`src/rtl/window_sequencer.sv`:
```
// Raster-order sequencer for a KernelWidth x KernelWidth sliding window.
// Paces upstream pixels into the window/line buffers and flags complete kernels downstream.
module window_sequencer #(
  parameter int KernelWidth = 3,
  parameter int ImageWidth  = 640,
  parameter int ImageHeight = 480
) (
  input  logic                           clk_i,
  input  logic                           rst_ni,
  input  logic                           start_i,
  input  logic                           valid_i,
  output logic                           ready_o,
  output logic                           shift_o,
  output logic                           valid_o,
  input  logic                           ready_i,
  output logic [$clog2(ImageWidth)-1:0]  col_o,
  output logic [$clog2(ImageHeight)-1:0] row_o,
  output logic                           busy_o,
  output logic                           frame_done_o
);

  // state  | meaning
  // IDLE   | waiting for start_i, upstream stalled
  // ACTIVE | accepting pixels, raising valid_o once a kernel is complete
  // DRAIN  | last pixel taken, waiting for the final kernel to be consumed
  // DONE   | one-cycle frame completion pulse

  localparam int ColW = $clog2(ImageWidth);
  localparam int RowW = $clog2(ImageHeight);

  localparam logic [ColW-1:0] ColLast  = ColW'(ImageWidth - 1);
  localparam logic [RowW-1:0] RowLast  = RowW'(ImageHeight - 1);
  localparam logic [ColW-1:0] ColPrime = ColW'(KernelWidth - 1);
  localparam logic [RowW-1:0] RowPrime = RowW'(KernelWidth - 1);

  typedef enum logic [1:0] {
    ST_IDLE,
    ST_ACTIVE,
    ST_DRAIN,
    ST_DONE
  } state_t;

  state_t            r_state;
  state_t            w_state_nxt;
  logic [ColW-1:0]   r_col;
  logic [ColW-1:0]   w_col_nxt;
  logic [RowW-1:0]   r_row;
  logic [RowW-1:0]   w_row_nxt;
  logic              r_valid;
  logic              w_valid_nxt;

  logic              w_in_fire;
  logic              w_out_fire;
  logic              w_qualify;
  logic              w_col_last;
  logic              w_row_last;

  // Upstream is held off whenever an unconsumed kernel would be overwritten.
  assign ready_o    = (r_state == ST_ACTIVE) && (!r_valid || ready_i);
  assign w_in_fire  = valid_i && ready_o;
  assign w_out_fire = r_valid && ready_i;
  assign w_col_last = (r_col == ColLast);
  assign w_row_last = (r_row == RowLast);
  assign w_qualify  = w_in_fire && (r_row >= RowPrime) && (r_col >= ColPrime);

  always_comb begin
    w_state_nxt = r_state;
    w_col_nxt   = r_col;
    w_row_nxt   = r_row;
    unique case (r_state)
      ST_IDLE: begin
        if (start_i) begin
          w_state_nxt = ST_ACTIVE;
          w_col_nxt   = '0;
          w_row_nxt   = '0;
        end
      end
      ST_ACTIVE: begin
        if (w_in_fire) begin
          if (w_col_last) begin
            w_col_nxt = '0;
            if (w_row_last) begin
              w_row_nxt   = '0;
              w_state_nxt = ST_DRAIN;
            end else begin
              w_row_nxt = r_row + RowW'(1);
            end
          end else begin
            w_col_nxt = r_col + ColW'(1);
          end
        end
      end
      ST_DRAIN: begin
        if (!r_valid || ready_i) begin
          w_state_nxt = ST_DONE;
        end
      end
      ST_DONE: begin
        w_state_nxt = ST_IDLE;
      end
      default: begin
        w_state_nxt = ST_IDLE;
      end
    endcase
  end

  // A fresh kernel arriving on the consuming edge keeps valid_o asserted.
  always_comb begin
    w_valid_nxt = r_valid;
    if (w_qualify) begin
      w_valid_nxt = 1'b1;
    end else if (w_out_fire) begin
      w_valid_nxt = 1'b0;
    end
  end

  always_ff @(posedge clk_i or negedge rst_ni) begin
    if (!rst_ni) begin
      r_state <= ST_IDLE;
      r_col   <= '0;
      r_row   <= '0;
      r_valid <= 1'b0;
    end else begin
      r_state <= w_state_nxt;
      r_col   <= w_col_nxt;
      r_row   <= w_row_nxt;
      r_valid <= w_valid_nxt;
    end
  end

  assign shift_o      = w_in_fire;
  assign valid_o      = r_valid;
  assign col_o        = r_col;
  assign row_o        = r_row;
  assign busy_o       = (r_state != ST_IDLE);
  assign frame_done_o = (r_state == ST_DONE);

endmodule

```
`config.mk`:
```
export PLATFORM = sky130hd
export DESIGN_NAME = window_sequencer
export DESIGN_NICKNAME = d
export VERILOG_FILES = /design/src/rtl/window_sequencer.sv
export SDC_FILE = /design/constraint.sdc
export NUM_CORES = 1
export LEC_CHECK = 0
export ABC_AREA = 1
export CORE_MARGIN = 2
export CORE_UTILIZATION = 58
export CTS_BUF_LIST = sky130_fd_sc_hd__clkbuf_8
export DETAILED_ROUTE_END_ITERATION = 10
export PLACE_DENSITY = 0.88
export SETUP_SLACK_MARGIN = 0.1
export SLEW_MARGIN = 20
export SYNTH_ARGS = -nofsm -noshare
export SYNTH_HDL_FRONTEND = slang
export SYNTH_SLANG_ARGS = --single-unit
```
`constraint.sdc`:
```
create_clock -name clk_i -period 4.05 [get_ports clk_i]
set_input_delay 1.0125 -clock clk_i [delete_from_list [all_inputs] [get_ports clk_i]]
set_output_delay 1.0125 -clock clk_i [all_outputs]
set_load 0.01 [all_outputs]
```
==> reports/summary.txt, run 1 <==
run status - completed
deepest clock path buffer count - 2
Post-Place Cells - 268
Least-Margin Pin Slew - 507 ps
Avg Cell Area, Syn - 7.25 µm²
largest net degree at the start of global routing - 23
GRT Residual Overflow - 0
count of flip-flops with a built-in enable after synthesis - 0
Setup Skew - 3.71 ps
drt via density - 5.30
TritonCTS clock tree - yes
yosys warns - 0
Critical Path Start - ready_i
Yosys reg bits - 22
Area Overhead vs Synth - 22.2%
die area - 3080 µm²
DRT Pass-1 Iters - 4
port buffer count - 28
Die X - 55.5 µm
Setup crit start kind - primary input
final hold vios - 0
vias in the first global route - 1352
Tot GR Track Use - 23.5%
die extent in y - 55.5 µm
Mapped Cells - 212
max-slew violations - 0
# resized after CTS - 0
Area contributors post-synth - dfrtp_1 36%, nand2_1 14%, inv_1 7.8%, ha_1 7.3%, nand3_1 5.9%
max-cap violation count - 0
hpwl dp - 2550 µm
post-route setup TNS - 0 ps
P per Cell Area - 613 nW/µm²
layout cell share with drive strength beyond 1 - 8.68%
met1 Usage GRT - 33.0%
R2R depth - 9
reg-to-reg endpoint - row_o[5]$_DFFE_PN0P_
Slew HR - 66.2%
CP Capture Type - primary output
hold slack - 548 ps
total power - 1.15 mW
Top Usage Layer GRT - met2
Final #Nets - 257
Row Count - 18
CTS buffer count - 3
Fmax - 0.295 GHz
initial core utilization - 61.5%
hold_sp - r_state[1]$_DFFE_PN0P_
reg-to-reg slack, setup - 2050 ps
global-route wire length before repair - 5920 µm
share of the yosys chip area belonging to registers - 35.8%
post-route clock period utilization - 83.6%
# diodes - 0
Synth top area share - 35.8%
global routing usage on met3 - 2.34%
Primary FF master, synth - dfrtp_1
unrepaired setup endpoints after global routing - no
Max FO, Critical Path - 4
# DRC - 0
minimum clock period - 3380 ps
worst r2r src - r_state[1]$_DFFE_PN0P_
Hold-fix buffers, CTS - 0
post-CTS setup buffer count - 0
final WL - 3400 µm
worst vdd ir - 0.440 mV
Post-Syn Area - 1540 µm²
remaining antenna violation count - 0
clock sinks - 22
most frequent cells in the layout - 56 x nand2_1, 32 x inv_1, 27 x clkdlybuf4s50_1
post-route setup slack - 666 ps
total core area - 2500 µm²
worst setup path category - primary input to primary output
Hold WC Path Type - flop to flop
post-layout instance area - 1880 µm²
worst skew pair latency - 270 ps
Post-synth ARST share - 100%
WP data required - 3040 ps
grt met2 use - 38.1%
Setup WS pre-CTS - 664 ps
WP data arrival - 2370 ps
clock root cell - clkbuf_8
Yosys cell types - 27
CTS clk-pin slew, worst paths - 80 ps
synthesized net count - 226
initial antenna violation count - 0
wire per inst - 12.5 µm
commonest non-fill, non-tap cell in the layout - nand2_1
CP Capture Point - shift_o
htree depth - 1
final core occ - 75.1%
vias - 1442
Leakage - 0.917 nW
1st-iter DRT viols - 53
Post-DP Area - 1830 µm²
non-filler cells in the finished layout - 272
dominant cell type by area after synthesis - dfrtp_1
RD Place Congestion - 0.891
Final setup viols - 0
IO Count - 29
-- layer usage --
layer,share of wire (%),wire length [µm],up-vias
li1,-,-,735
met1,47,1610,663
met2,47,1610,35
met3,3.6,123,9
met4,1.6,55,0
met5,0,0,-
-- cells in the mapped netlist (2+ instances only) --
cell     number
o21ai_0      13
a21oi_1       2
xnor2_1       2
nand4_1       5
inv_2         2
nand3_2       2
inv_1        32
nor2_1       20
nand2_1      56
nor4_1        2
nand2_2       5
ha_1          9
nand3_1      18
nand2_4       2
nor3_1        9
dfrtp_1      22
-- cell families after synthesis --
family | count (synthesis) | synth area share, %
fa+ha+maj | 9 | 7.33
compound gates | 18 | 6.60
flops | 22 | 35.8
simple gates | 124 | 38.5
xor+xnor | 3 | 1.71
buf+inv | 36 | 10.0
-- registers in the layout, summed over array words and instances (netlist names) --
signal and count:
col_o 10, r_state 2, row_o 9, valid_o 1
-- worst min path at each step --
| stage | endpoint | cells after the start |
|---|---|---|
| final | r_state[1]$_DFFE_PN0P_ | 2 |
| after global routing | r_state[1]$_DFFE_PN0P_ | 2 |
| after CTS | r_state[1]$_DFFE_PN0P_ | 2 |
| after detailed placement | r_state[1]$_DFFE_PN0P_ | 2 |
| after global placement | r_state[1]$_DFFE_PN0P_ | 2 |
| after floorplan | r_state[1]$_DFFE_PN0P_ | 2 |
-- cell type report --
type                    instances  area (µm²)
well taps                      30        37.5
fillers                       198         622
multi-input cells             154         832
flip-flops and latches         22         551
repair buffers                 28         275
inverters                      34         128
clock buffers                   4        55.1
-- power by group --
part | internal [mW] | switching (mW) | total (mW)
registers | 0.274 | 0.0716 | 0.346
clock network | 0.0868 | 0.0762 | 0.163
logic | 0.257 | 0.385 | 0.643
total | 0.619 | 0.533 | 1.15
-- worst max-delay path, stage by stage --
cell,delay [ps]
clkdlybuf4s50_1,450
inv_1,40
nand2_1,100
nand3_2,120
inv_1,110
clkdlybuf4s50_1,530
No activity file was read; power rests on OpenSTA's default activity.
==> run 2: changes to the inputs <==
- CORE_UTILIZATION: 58 -> 54
- PLACE_DENSITY: 0.88 -> 0.82
- clock period: 4.05 -> 3.2 ns (I/O delays scaled with it)
==> run 2 against run 1 <==
Net effect:
- sequential power is 27% higher
- largest power group unchanged
- highest routed layer unchanged
- critical path type unchanged
- cell count is 0.74% higher
- combinational power is 25% higher
- largest cell class unchanged
- total power is 31% higher
- final area is 1.6% higher
- critical path depth stayed put
==> reports/summary.txt, run 2 (synthesis results as in run 1) <==
hold slack - 543 ps (-5.13 ps)
Worst Hold Depth - 2 (unchanged)
Tot GR Track Use - 22.2% (-1.4 points)
GRT Residual Overflow - 0 (unchanged)
Row Count - 19 (+1)
crit-path cells - clkdlybuf4s50_1 -> inv_1 -> nand2_1 -> nand3_2 -> inv_1 -> clkdlybuf4s50_1
RD Place Congestion - 0.843 (-5.4%)
worst skew pair latency - 270 ps (about the same)
TritonCTS clock tree - yes
Fmax - 0.333 GHz
cell family with most CP delay - buffers and inverters
Post-Place Cells - 270 (+0.75%)
Hold WC Path Type - flop to flop
Setup crit start kind - primary input
post-route setup slack - 200 ps (-466 ps)
Least-Margin Pin Slew - 419 ps (-88.0 ps)
Final setup viols - 0 (unchanged)
max incr delay on CP - 540 ps (about the same)
Flop pwr share - 29.2% (-0.8 points)
initial core utilization - 56.2% (-5.3 points)
worst vdd ir - 0.576 mV (+31%)
Fill cells - 237 (+20%)
wire per inst - 12.7 µm (+1.3%)
post-route setup TNS - 0 ps (unchanged)
port buffer count - 28 (unchanged)
clock root cell - clkbuf_8
max-slew violations - 0 (unchanged)
Die X - 57.3 µm (+3.4%)
internal power - 0.840 mW (+36%)
1st-iter DRT viols - 73 (+38%)
# DRC - 0 (unchanged)
layout cell share with drive strength beyond 1 - 8.64% (-0.036 points)
CTS clk-pin slew, worst paths - 80 ps (about the same)
reg-to-reg endpoint - col_o[4]$_DFFE_PN0P_
worst path bufs/invs - 4 (unchanged)
non-filler cells in the finished layout - 274 (+0.74%)
remaining antenna violation count - 0 (unchanged)
Clock power frac - 17.5% (+3.3 points)
max reg flops - 10 (unchanged)
max-cap violation count - 0 (unchanged)
minimum clock period - 3000 ps
R2R depth - 9 (unchanged)
DRT Pass-1 Iters - 4 (unchanged)
Setup Skew - 3.54 ps (-0.174 ps)
die area - 3290 µm² (+6.9%)
initial antenna violation count - 0 (unchanged)
Setup WS pre-CTS - 211 ps (-453 ps)
hpwl dp - 2530 µm (-1.0%)
WP data arrival - 2200 ps (-170 ps)
vias - 1459 (+1.2%)
drt via density - 5.32 (+0.44%)
clock sinks - 22 (unchanged)
commonest non-fill, non-tap cell in the layout - nand2_1
Final #Nets - 258 (+0.39%)
most frequent cells in the layout - 56 x nand2_1, 32 x inv_1, 28 x clkdlybuf4s50_1
WP data required - 2400 ps (-640 ps)
total core area - 2730 µm² (+9.4%)
final WL - 3470 µm (+2.0%)
total power - 1.51 mW (+31%)
CTS buffer count - 3 (unchanged)
Max FO, Critical Path - 4 (unchanged)
largest net degree at the start of global routing - 23 (unchanged)
run status - completed
sw power - 0.671 mW (+26%)
combinational share of power - 53.3% (-2.5 points)
htree depth - 1 (unchanged)
CP Capture Type - primary output
Slew HR - 72.0% (+5.9 points)
die extent in y - 57.3 µm (+3.4%)
post-CTS setup buffer count - 0 (unchanged)
post-route clock period utilization - 93.7%
worst r2r src - r_state[1]$_DFFE_PN0P_
P per Cell Area - 792 nW/µm² (+29%)
unrepaired setup endpoints after global routing - no
reg-to-reg slack, setup - 1190 ps (-860 ps)
# resized after CTS - 0 (unchanged)
Hold-fix buffers, CTS - 0 (unchanged)
global-route wire length before repair - 5600 µm (-5.4%)
final hold vios - 0 (unchanged)
deepest clock path buffer count - 2 (unchanged)
CP max stage cell - clkdlybuf4s50_1
hold_sp - r_state[1]$_DFFE_PN0P_
# diodes - 0 (unchanged)
Leakage - 0.929 nW (+1.3%)
vias in the first global route - 1250 (-7.5%)
worst setup path category - primary input to primary output
Endpoint, Worst Hold - r_state[1]$_DFFE_PN0P_
Area Overhead vs Synth - 24.2%
Sw Share - 44.4% (-1.9 points)
IO Count - 29 (unchanged)
-- run 2: metrics by stage --
step	util (%)	instance area, µm²
5_1_grt	69.8	1910
2_1_floorplan	-	1540
3_3_place_gp	67.2	1840
3_5_place_dp	67.2	1840
4_1_cts	69.8	1910
6_report	69.8	1910
-- run 2: final cells by class --
type	count	area [µm²]	share of cell area [%]
inverter	34	128	6.69
timing repair buffer	29	288	15.1
sequential	22	551	28.9
clock inverter	1	30.0	1.57
tap	31	38.8	2.03
clock buffer	3	41.3	2.16
multi-input combinational	154	832	43.6
-- run 2: worst max-delay path by stage --
stage | endpoint | slack [ps] | depth (start not counted) | start
floorplan | shift_o | 1250 | 4 | ready_i
detailed placement | shift_o | 210 | 6 | ready_i
finish | shift_o | 200 | 6 | ready_i
CTS | shift_o | 200 | 6 | ready_i
global route | shift_o | 120 | 6 | ready_i
global placement | shift_o | 250 | 6 | ready_i
-- run 2: metal layers --
metal,vias up,GRT usage [%],wire [µm]
met3,4,3.17,136
met1,685,32.1,1720
met2,33,33.9,1590
met4,0,7.97,24
met5,-,0,0
li1,737,-,-
-- run 2: tightest hold or removal path, cell delays in order, from the launching register on --
cell and delay, ps:
dfrtp_1 390, nand2_1 70, nand2_1 50
-- run 2: power by group through the flow --
stage | sequential, mW | combinational (mW) | clock [mW]
6_report | 0.441 | 0.805 | 0.265
3_5_place_dp | 0.445 | 0.798 | 0
4_1_cts | 0.439 | 0.806 | 0.268
2_1_floorplan | 0.453 | 0.529 | 0
3_3_place_gp | 0.442 | 0.786 | 0
5_1_grt | 0.453 | 0.887 | 0.282
==> run 3: changes to the inputs <==
- GPL_ROUTABILITY_DRIVEN: unset -> 0
==> results of run 3 <==
Final layout, timing and power as in run 2 (identical DEF).
